File: config.mk
export PLATFORM = sky130hd
export DESIGN_NAME = dmem_responder
export DESIGN_NICKNAME = d
export VERILOG_FILES = /design/src/rtl/dmem_responder_pkg.sv /design/src/rtl/dff_reg.sv /design/src/rtl/dmem_responder_load_ext.sv /design/src/rtl/dmem_responder.sv
export SDC_FILE = /design/constraint.sdc
export NUM_CORES = 1
export LEC_CHECK = 0
export ABC_AREA = 1
export CORE_ASPECT_RATIO = 1.1
export CORE_MARGIN = 4
export CORE_UTILIZATION = 51
export DETAILED_ROUTE_END_ITERATION = 16
export MAX_ROUTING_LAYER = met4
export PLACE_DENSITY = 0.76
export SETUP_SLACK_MARGIN = 0.05
export SYNTH_ARGS = -nofsm -noshare
export SYNTH_HDL_FRONTEND = slang
export SYNTH_SLANG_ARGS = --single-unit
File: constraint.sdc
create_clock -name i_clk -period 1.7 [get_ports i_clk]
set_input_delay 0.425 -clock i_clk [delete_from_list [all_inputs] [get_ports i_clk]]
set_output_delay 0.425 -clock i_clk [all_outputs]
set_load 0.1 [all_outputs]
File: src/rtl/dmem_responder_pkg.sv
// Shared definitions for the data-memory responder: funct3 codes, access sizing, kill decode.
// Latency: n/a (types and pure functions only).
// Backpressure: n/a.
package dmem_responder_pkg;

  // RV32 load/store size and sign encodings carried in funct3
  localparam logic [2:0] F3_LB  = 3'b000;
  localparam logic [2:0] F3_LH  = 3'b001;
  localparam logic [2:0] F3_LW  = 3'b010;
  localparam logic [2:0] F3_LBU = 3'b100;
  localparam logic [2:0] F3_LHU = 3'b101;
  localparam logic [2:0] F3_SB  = 3'b000;
  localparam logic [2:0] F3_SH  = 3'b001;
  localparam logic [2:0] F3_SW  = 3'b010;

  // Widest branch mask the kill decode accepts; callers zero-extend into it
  localparam int unsigned MAX_BRM  = 8;
  localparam int unsigned MAX_KILL = 2 ** MAX_BRM;

  // Legal load pipeline depths
  localparam int LAT_MIN = 1;
  localparam int LAT_MAX = 4;

  typedef enum logic [1:0] {
    SZ_B,
    SZ_H,
    SZ_W
  } size_e;

  function automatic logic latency_ok(input int lat);
    return (lat >= LAT_MIN) && (lat <= LAT_MAX);
  endfunction

  // A request dies when the kill vector has the bit its branch mask selects
  function automatic logic killf(input logic [MAX_BRM-1:0] brmask,
                                 input logic [MAX_KILL-1:0] kill);
    return kill[brmask];
  endfunction

  // Unknown load encodings behave as a word load
  function automatic size_e load_size(input logic [2:0] f3);
    case (f3)
      F3_LB, F3_LBU: return SZ_B;
      F3_LH, F3_LHU: return SZ_H;
      F3_LW:         return SZ_W;
      default:       return SZ_W;
    endcase
  endfunction

  // Unknown store encodings behave as a word store
  function automatic size_e store_size(input logic [2:0] f3);
    case (f3)
      F3_SB:   return SZ_B;
      F3_SH:   return SZ_H;
      F3_SW:   return SZ_W;
      default: return SZ_W;
    endcase
  endfunction

  function automatic logic misaligned(input size_e sz, input logic [1:0] off);
    case (sz)
      SZ_H:    return off[0];
      SZ_W:    return off != 2'b00;
      default: return 1'b0;
    endcase
  endfunction

endpackage

File: src/rtl/dff_reg.sv
// Generic enabled register with asynchronous active-low clear.
// Latency: 1 cycle from i_d to o_q when i_en is high.
// Backpressure: none; i_en low holds the current value.
module dff_reg #(
  parameter int WIDTH = 1
) (
  input  logic             i_clk,
  input  logic             i_rst_n,
  input  logic             i_en,
  input  logic [WIDTH-1:0] i_d,
  output logic [WIDTH-1:0] o_q
);

  logic [WIDTH-1:0] data_q;
  logic [WIDTH-1:0] data_d;

  // Load new value only when enabled, otherwise hold
  always_comb begin
    data_d = i_en ? i_d : data_q;
  end

  // State register, cleared by reset
  always_ff @(posedge i_clk or negedge i_rst_n) begin
    if (!i_rst_n) data_q <= '0;
    else          data_q <= data_d;
  end

  assign o_q = data_q;

endmodule

File: src/rtl/dmem_responder_load_ext.sv
// Selects the addressed byte/half from a memory word, extends it and flags misalignment.
// Latency: combinational.
// Backpressure: none.
module dmem_responder_load_ext
  import dmem_responder_pkg::*;
(
  input  logic [31:0] i_word,
  input  logic [1:0]  i_off,
  input  logic [2:0]  i_funct3,
  output logic [31:0] o_data,
  output logic        o_err
);

  logic [31:0] shifted;

  // Right-align the addressed lane, extend per funct3, zero the data on a misaligned access
  always_comb begin
    shifted = i_word >> {i_off, 3'b000};
    o_err   = misaligned(load_size(i_funct3), i_off);
    case (i_funct3)
      F3_LB:   o_data = {{24{shifted[7]}}, shifted[7:0]};
      F3_LBU:  o_data = {24'h0, shifted[7:0]};
      F3_LH:   o_data = {{16{shifted[15]}}, shifted[15:0]};
      F3_LHU:  o_data = {16'h0, shifted[15:0]};
      default: o_data = shifted;
    endcase
    if (o_err) o_data = '0;
  end

endmodule

File: src/rtl/dmem_responder.sv
// Data-memory responder: byte-array memory, stores in the accept cycle, loads returned through a kill-aware pipe.
// Latency: load response exactly LATENCY cycles after accept; stores are silent.
// Backpressure: none; ready is constant high out of reset and responses cannot be stalled.
module dmem_responder
  import dmem_responder_pkg::*;
#(
  parameter int WIDTH_MEM = 4,
  parameter int WIDTH_REG = 5,
  parameter int WIDTH_BRM = 4,
  parameter int LATENCY   = 2
) (
  input  logic                    i_clk,
  input  logic                    i_rst_n,
  input  logic                    i_req_val,
  output logic                    o_req_rdy,
  input  logic                    i_req_we,
  input  logic [2:0]              i_req_funct3,
  input  logic [WIDTH_MEM-1:0]    i_req_addr,
  input  logic [31:0]             i_req_wdata,
  input  logic [WIDTH_REG-1:0]    i_req_rd,
  input  logic [WIDTH_BRM-1:0]    i_req_brmask,
  input  logic [2**WIDTH_BRM-1:0] i_brkill,
  output logic                    o_rsp_val,
  output logic [WIDTH_REG-1:0]    o_rsp_rd,
  output logic [31:0]             o_rsp_data,
  output logic                    o_rsp_err
);

  localparam int MEM_BYTES = 2 ** WIDTH_MEM;
  localparam int KILL_W    = 2 ** WIDTH_BRM;

  if (!latency_ok(LATENCY) || (WIDTH_BRM > int'(MAX_BRM)) || (WIDTH_MEM < 2)) begin : g_param_chk
    $error("dmem_responder: illegal parameter set");
  end

  typedef struct packed {
    logic [WIDTH_REG-1:0] rd;
    logic [WIDTH_BRM-1:0] brmask;
    logic [31:0]          data;
    logic                 err;
  } pay_t;

  function automatic logic br_hit(input logic [WIDTH_BRM-1:0] b, input logic [KILL_W-1:0] kill);
    return killf(MAX_BRM'(b), MAX_KILL'(kill));
  endfunction

  logic                 rdy_q, rdy_d;
  logic [7:0]           mem_q [MEM_BYTES];
  logic [7:0]           mem_d [MEM_BYTES];
  logic                 acc, req_kill, st_mis, ld_fire, st_fire;
  logic [WIDTH_MEM-3:0] word_idx;
  logic [31:0]          rd_word, st_lanes, ext_data;
  logic [3:0]           st_be;
  logic                 ext_err;
  logic                 val_d [1:LATENCY];
  logic                 val_q [1:LATENCY];
  pay_t                 pay_d [1:LATENCY];
  pay_t                 pay_q [1:LATENCY];

  // Ready comes up on the first edge after reset release and stays up
  always_comb begin
    rdy_d = 1'b1;
  end

  always_ff @(posedge i_clk or negedge i_rst_n) begin
    if (!i_rst_n) rdy_q <= 1'b0;
    else          rdy_q <= rdy_d;
  end

  // Request decode: accept/kill qualification, word read and store byte lanes
  always_comb begin
    acc      = i_req_val & rdy_q;
    req_kill = br_hit(i_req_brmask, i_brkill);
    st_mis   = misaligned(store_size(i_req_funct3), i_req_addr[1:0]);
    ld_fire  = acc & ~i_req_we & ~req_kill;
    st_fire  = acc & i_req_we & ~req_kill & ~st_mis;
    word_idx = i_req_addr[WIDTH_MEM-1:2];
    rd_word  = '0;
    for (int i = 0; i < 4; i++) begin
      rd_word[8*i +: 8] = mem_q[{word_idx, 2'(i)}];
    end
    case (store_size(i_req_funct3))
      SZ_B:    st_be = 4'b0001 << i_req_addr[1:0];
      SZ_H:    st_be = 4'b0011 << i_req_addr[1:0];
      default: st_be = 4'b1111;
    endcase
    st_lanes = i_req_wdata << {i_req_addr[1:0], 3'b000};
  end

  // Memory next state: only the addressed bytes of a live, aligned store change
  always_comb begin
    mem_d = mem_q;
    if (st_fire) begin
      for (int i = 0; i < 4; i++) begin
        if (st_be[i]) mem_d[{word_idx, 2'(i)}] = st_lanes[8*i +: 8];
      end
    end
  end

  // Memory array is deliberately outside reset so contents survive it
  always_ff @(posedge i_clk) begin
    mem_q <= mem_d;
  end

  dmem_responder_load_ext u_load_ext (
    .i_word   (rd_word),
    .i_off    (i_req_addr[1:0]),
    .i_funct3 (i_req_funct3),
    .o_data   (ext_data),
    .o_err    (ext_err)
  );

  // Pipe advance: stage 1 takes the new load, later stages shift and drop killed entries
  always_comb begin
    val_d[1] = ld_fire;
    pay_d[1] = '{rd: i_req_rd, brmask: i_req_brmask, data: ext_data, err: ext_err};
    for (int k = 2; k <= LATENCY; k++) begin
      val_d[k] = val_q[k-1] & ~br_hit(pay_q[k-1].brmask, i_brkill);
      pay_d[k] = pay_q[k-1];
    end
  end

  // Payload only loads under a valid entry so idle stages keep their last contents
  for (genvar k = 1; k <= LATENCY; k++) begin : g_stage
    dff_reg #(.WIDTH(1)) u_val (
      .i_clk   (i_clk),
      .i_rst_n (i_rst_n),
      .i_en    (1'b1),
      .i_d     (val_d[k]),
      .o_q     (val_q[k])
    );
    dff_reg #(.WIDTH($bits(pay_t))) u_pay (
      .i_clk   (i_clk),
      .i_rst_n (i_rst_n),
      .i_en    (val_d[k]),
      .i_d     (pay_d[k]),
      .o_q     (pay_q[k])
    );
  end

  assign o_req_rdy  = rdy_q;
  assign o_rsp_val  = val_q[LATENCY];
  assign o_rsp_rd   = pay_q[LATENCY].rd;
  assign o_rsp_data = pay_q[LATENCY].data;
  assign o_rsp_err  = pay_q[LATENCY].err;

endmodule

### Word-level counts from Yosys, hierarchy flattened

Cells that the tools add are included.

* register bits after elaboration: 215
* word-level logic and storage cells: 108

* order comparisons: 10
* equal/unequal tests: 7
* shifts and indexed selects: 4
* muxes and demuxes: 42
* bitwise operators: 15
* reductions and logical operators: 9

Operators with widths (number)
* $mux 128: 7
* $bwmux 128: 4
* $bmux 8 s4: 4
* $demux 8 s4: 4
* $pmux 32 s4: 1
* $mux 8: 12
* $mux 32: 1
* $shl 32x5->32: 1
* $shr 32x5->32: 1
* $ge 5x5->1 const B: 4
* $lt 5x1->1 const B: 4
* $not 4->5: 4
* $lt 4x9->1 const B: 2
* $bmux 1 s4: 2
* $pmux 2 s2: 2
* $pmux 4 s2: 1
* $and 1x1->1: 7
* $eq 3x3->1 const B: 2
* $eq 2x1->1 const B: 2
* $eq 2x2->1 const B: 2
* $logic_and 1x1->1: 4
* $not 1->1: 4
* $pmux 1 s2: 2
* $reduce_or 2->1: 2
* other kinds (7): 8

### Logic depth before layout (Yosys ltp)

Gate-level depths: netlist of the first run.

* depth in word-level cells: 16
* gate-level depth with buffers: 14
* mapped depth without buffers: 13

### By module

From an unflattened synthesis of the first run, not the netlist that was laid out.

* cell total of the unflattened synthesis: 1103
* area total of the unflattened synthesis: 10224.8 sq um

By module, submodules not included
* dmem_responder: instances 1, cells each 534, area an instance 5900.7 sq um
* dff_reg at g_stage[1].u_pay ...: instances 2, cells each 178, area an instance 1654.1 sq um
* dmem_responder_load_ext: instances 1, cells each 203, area an instance 935.9 sq um
* dff_reg at g_stage[1].u_val ...: instances 2, cells each 5, area an instance 40.0 sq um

### Worst setup path before layout of the first run

No wires, ideal clock.

* path type: reg2reg
* start point: register rdy_q (netlist: o_req_rdy)
* end point: register mem_q[104] in the netlist's numbering (enable)
* setup time: 0.370 ns
* data arrival time: 1.916 ns
* required time: 1.330 ns
* slack: -0.586 ns
* stages on the path, launching flop included: 5
* buffers on the path: 0
* period minus slack after synthesis: 2.286 ns
* path through: dfrtp_1 nand2_1 nor3b_2 nand3_1 nor2_1

* longest elaborated chain between the ends: 4

RTL lines
* start, declared: RTL line dmem_responder.sv:47 `logic rdy_q, rdy_d;`
* start signal, assigned: RTL line dmem_responder.sv:67 `else rdy_q <= rdy_d;`
* $and 1x1->1: RTL line dmem_responder.sv:72 `acc = i_req_val & rdy_q;`
* $and 1x1->1 (3 in series): RTL line dmem_responder.sv:76 `st_fire = acc & i_req_we & ~req_kill & ~st_mis;`
* end signal, assigned: RTL line dmem_responder.sv:102 `mem_q <= mem_d;`
* end, declared: RTL line dmem_responder.sv:48 `logic [7:0] mem_q [MEM_BYTES];`

No other way between the ends.
A chain may end at the register's enable or synchronous reset.

### Final worst setup path of the first run

* start point: register g_stage[1].u_pay.data_q[33]
* end point: register g_stage[2].u_pay.data_q[31]

* longest elaborated chain between the ends: 4

RTL lines
* start, declared: RTL line dff_reg.sv:14 `logic [WIDTH-1:0] data_q;`
* start signal, assigned: RTL line dff_reg.sv:25 `else data_q <= data_d;`
* $bmux 1 s4: RTL line dmem_responder_pkg.sv:37 `return kill[brmask];`
* $mux 1 (not written as such): RTL line dmem_responder_pkg.sv:37
* $not 1->1: RTL line dmem_responder.sv:118 `val_d[k] = val_q[k-1] & ~br_hit(pay_q[k-1].brmask, i_brkill);`
* $and 1x1->1: RTL line dmem_responder.sv:118
* end signal, assigned: RTL line dff_reg.sv:25
* end, declared: RTL line dff_reg.sv:14

No other way between the ends. The select of a mux whose other input is x is not followed.

==> flow_summary.rst, run 1 <==
.. list-table::
   :header-rows: 1

   * - Metric
     - Value
   * - Path category of the worst min-delay check
     - input pin to asynchronous set/reset pin
   * - Highest ir drop seen on vdd
     - 1084 µV
   * - Period utilization
     - 104.4%
   * - Reported leakage power
     - 6.193 nW
   * - Number of sinks on the clock net
     - 211
   * - Per-cell routed wire length
     - 19.27 µm
   * - Placed wire-length estimate after detailed placement
     - 20730 µm
   * - Launching point of the worst reg2reg path
     - g_stage[1].u_pay.o_q[33]
   * - Final clock skew
     - 0.008273 ns
   * - Post-synthesis cell count
     - 1031
   * - Vias
     - 8495
   * - Cell with the most instances after synthesis
     - nand2_1
   * - Synth top area share
     - 39.47%
   * - Largest net degree at the start of global routing
     - 51
   * - Final hold slack
     - 0.3563 ns
   * - IO Pins
     - 108
   * - Antenna Nets Post-Route
     - 0
   * - Yosys warning count
     - 0
   * - Post-synth EDFFs
     - 128
   * - Maxcap violations
     - 0
   * - Net count of the mapped netlist
     - 1099
   * - Floorplan die area
     - 21370 µm²
   * - Number of vias per cell
     - 5.607
   * - Syn avg cell area
     - 9.445 µm²
   * - Number of cells traversed by the worst register-to-register path
     - 8
   * - Initial core utilization
     - 52.33%
   * - Status
     - finished with violations
   * - Final nets
     - 1325
   * - Cts bufs inserted
     - 21
   * - Clock buffer depth
     - 3
   * - Area of the core region
     - 18610 µm²
   * - Setup slack, reg-to-reg
     - -0.08 ns
   * - Clock Pin Slew Worst Setup and Hold Paths
     - 0.06 ns
   * - Clock Latency Late Sink
     - 0.50 ns
   * - Die span in y
     - 152.9 µm
   * - Critical path data required time
     - 2.08 ns
   * - Final weighted congestion in routability-driven placement
     - 0.9802
   * - Highest clock frequency the design can meet
     - 0.5632 GHz
   * - Setup ws final
     - -0.07543 ns
   * - Top cells by area, synth
     - edfxtp_1, dfrtp_1, nand2_1, a22oi_1, nand3_1
   * - Quantity of I/O buffers inserted on ports
     - 107
   * - Area of the mapped netlist
     - 9738 µm²
   * - Signed area change from the synthesized netlist to the final layout
     - 41.05%
   * - First-pass GRT wire length
     - 44040 µm
   * - Overall Power
     - 16.26 mW
   * - Total routing usage reported by global routing
     - 26.62%
   * - Clock Root Buffer
     - clkbuf_16
   * - Initial antenna violation count
     - 0
   * - First drt pass iteration count
     - 5
   * - CP endpoint kind
     - flop
   * - Fraction of the yosys area taken by sequential cells
     - 60.80%
   * - WS Path Type
     - flop to flop
   * - Filler Cells Inserted
     - 1223
   * - Async SR Flop Fraction
     - 39.34%
   * - Number of flip-flops and latches in the synthesized netlist
     - 211
   * - Violation count after the first detailed-route iteration
     - 852
   * - Period minus WS final
     - 1.775 ns
   * - Total Wirelength
     - 29190 µm
   * - Global route overflow
     - 0
   * - TritonCTS clock tree
     - built
   * - Violations in the final reports
     - setup timing
   * - Via count of the first global-routing pass
     - 8291
   * - Count of standard-cell rows
     - 52
   * - Number of hold violations in the final report
     - 0
   * - RSZ-0062 raised after global routing
     - yes
   * - Fraction of layout instances using a drive strength above 1
     - 29.01%
   * - Top flip-flop cell by instance count after synthesis
     - edfxtp_1
   * - Critical path peak fanout
     - 8
   * - Final-report max-slew violation count
     - 0
   * - Endpoint arrival time on the critical path
     - 2.15 ns
   * - Horizontal extent of the die
     - 139.8 µm
   * - Power Dens Cells
     - 1184 nW/µm²
   * - Synth area leader
     - edfxtp_1
   * - Crit start category
     - flop
   * - Number of distinct standard cells referenced by the synthesized netlist
     - 30
   * - Residual DRC
     - 0
   * - Ranking of synthesized cells by instance count
     - nand2_1, edfxtp_1, dfrtp_1, nand3_1, nor2_1
   * - N_diodes
     - 0
   * - Setup violations, final
     - 37
   * - H-Tree Level Count
     - 1
   * - Endpoint of the worst-slack reg-to-reg timing path
     - g_stage[2].u_pay.o_q[31]
registers in the layout, indices dropped and copies added, names as in the netlist:
register	cells
o_req_rdy	1
mem_q	128
g_stage.u_pay.o_q	80
g_stage.u_val.o_q	2
per-layer routing:
layer / global-route usage [%] / up-vias / routed length (µm)
li1: - / 3966 / -
met1: 31.88 / 3990 / 10800
met2: 45.91 / 432 / 14850
met3: 3.063 / 107 / 1909
met4: 10.98 / 0 / 1625
met5: - / - / 0
cells by family (layout without fill, tap and decap cells):
family,count (synthesis),after routing,share of synthesized area (%)
buffers and inverters,109,350,5.705
and+or+nand+nor,611,611,26.69
other,1,1,0.03851
DFF,211,211,60.80
AOI/OAI and AO/OA,99,99,6.771
per-stage QoR:
step	std cells	worst slack [ns]	utilization [%]	setup TNS (ns)	area [µm²]
2_1_floorplan	1031	-0.3022	-	-35.09	9978
3_3_place_gp	1449	-0.8228	67.01	-213.24	12470
3_5_place_dp	1449	-0.8758	67.01	-220.37	12470
4_1_cts	1509	0.001169	72.59	0	13510
5_1_grt	1515	-0.1407	73.82	-6.672	13740
6_report	1515	-0.07543	73.82	-0.9697	13740
worst max-delay path, stage by stage (launching register included):
cell and delay, ns:
dfrtp_2 0.40, buf_6 0.14, o211ai_1 0.18, nand2_1 0.13, o211ai_4 0.22, nand3_4 0.20
buf_12 0.22, nand2_1 0.08, nand2_1 0.08
where the power goes:
| group | leakage (nW) | switching (mW) | total, mW | internal, mW |
|---|---|---|---|---|
| sequential | 2.40 | 0.513 | 6.41 | 5.90 |
| clock | 0.306 | 1.89 | 4.33 | 2.44 |
| combinational | 3.49 | 3.47 | 5.53 | 2.05 |
how the worst max path moves through the flow:
stage                                   from                  endpoint  slack (ns)  cells past startpoint
floorplan                    i_req_funct3[1]                mem_q[112]       -0.30                      8
global placement             i_req_brmask[0]                mem_q[124]       -0.82                     11
detailed placement           i_req_brmask[0]                 mem_q[11]       -0.88                     11
CTS                 g_stage[1].u_pay.o_q[33]  g_stage[2].u_pay.o_q[11]       0.001                      8
global route        g_stage[1].u_pay.o_q[33]  g_stage[2].u_pay.o_q[31]       -0.14                      8
finish              g_stage[1].u_pay.o_q[33]  g_stage[2].u_pay.o_q[31]       -0.08                      8
repair_timing:
action,4_1_cts,5_1_grt
pin swaps,35,22
hold buffers,1,0
buffers inserted,18,4
gates cloned,3,2
gates resized for setup,109,57
hold endpoints to repair,19,0
endpoints found under the setup margin,317,197
layout make-up:
| type | instances | area [µm²] | area share [%] |
|---|---|---|---|
| sequential | 211 | 5926 | 43.14 |
| timing repair buffer | 261 | 2848 | 20.73 |
| inverter | 51 | 193.9 | 1.412 |
| clock buffer | 22 | 529.3 | 3.853 |
| tap | 243 | 304.0 | 2.214 |
| clock inverter | 16 | 121.4 | 0.8836 |
| multi-input combinational | 711 | 3814 | 27.76 |
cells in the final DEF, fill, tap and decap left out, types with 4 or more instances in the layout:
master,n
a22oi_2,15
o21ai_0,21
buf_6,8
buf_2,4
edfxtp_1,128
a22oi_1,39
nor2_4,21
o211ai_1,5
nand3_1,65
dlygate4sd2_1,13
clkbuf_16,23
buf_4,129
o21ai_1,6
nand3_4,5
nand4_1,49
inv_1,35
clkinv_1,7
nand2_1,339
inv_2,13
clkdlybuf4s15_1,5
nor2_1,56
clkdlybuf4s50_1,39
nand2_2,45
nand3_2,11
nand2_4,14
a21oi_1,9
buf_12,53
dfrtp_1,81
No activity file was read; power rests on OpenSTA's default activity.
==> run 2: changes to the inputs <==
--- a/config.mk
+++ b/config.mk
@@ -6,6 +6,7 @@
 export NUM_CORES = 1
 export LEC_CHECK = 0
 export ABC_AREA = 1
+export CAP_MARGIN = 0
 export CORE_ASPECT_RATIO = 1.1
 export CORE_MARGIN = 4
 export CORE_UTILIZATION = 51
@@ -13,6 +14,7 @@
 export MAX_ROUTING_LAYER = met4
 export PLACE_DENSITY = 0.76
 export SETUP_SLACK_MARGIN = 0.05
+export SLEW_MARGIN = 15
 export SYNTH_ARGS = -nofsm -noshare
 export SYNTH_HDL_FRONTEND = slang
 export SYNTH_SLANG_ARGS = --single-unit
==> results of run 2 <==
Same layout as run 1: the final DEF is identical, and so are final timing and power.
==> run 3: changes to the inputs <==
--- a/config.mk
+++ b/config.mk
@@ -6,7 +6,6 @@
 export NUM_CORES = 1
 export LEC_CHECK = 0
 export ABC_AREA = 1
-export CAP_MARGIN = 0
 export CORE_ASPECT_RATIO = 1.1
 export CORE_MARGIN = 4
 export CORE_UTILIZATION = 51
==> results of run 3 <==
Same layout as run 1: the final DEF is identical, and so are final timing and power.
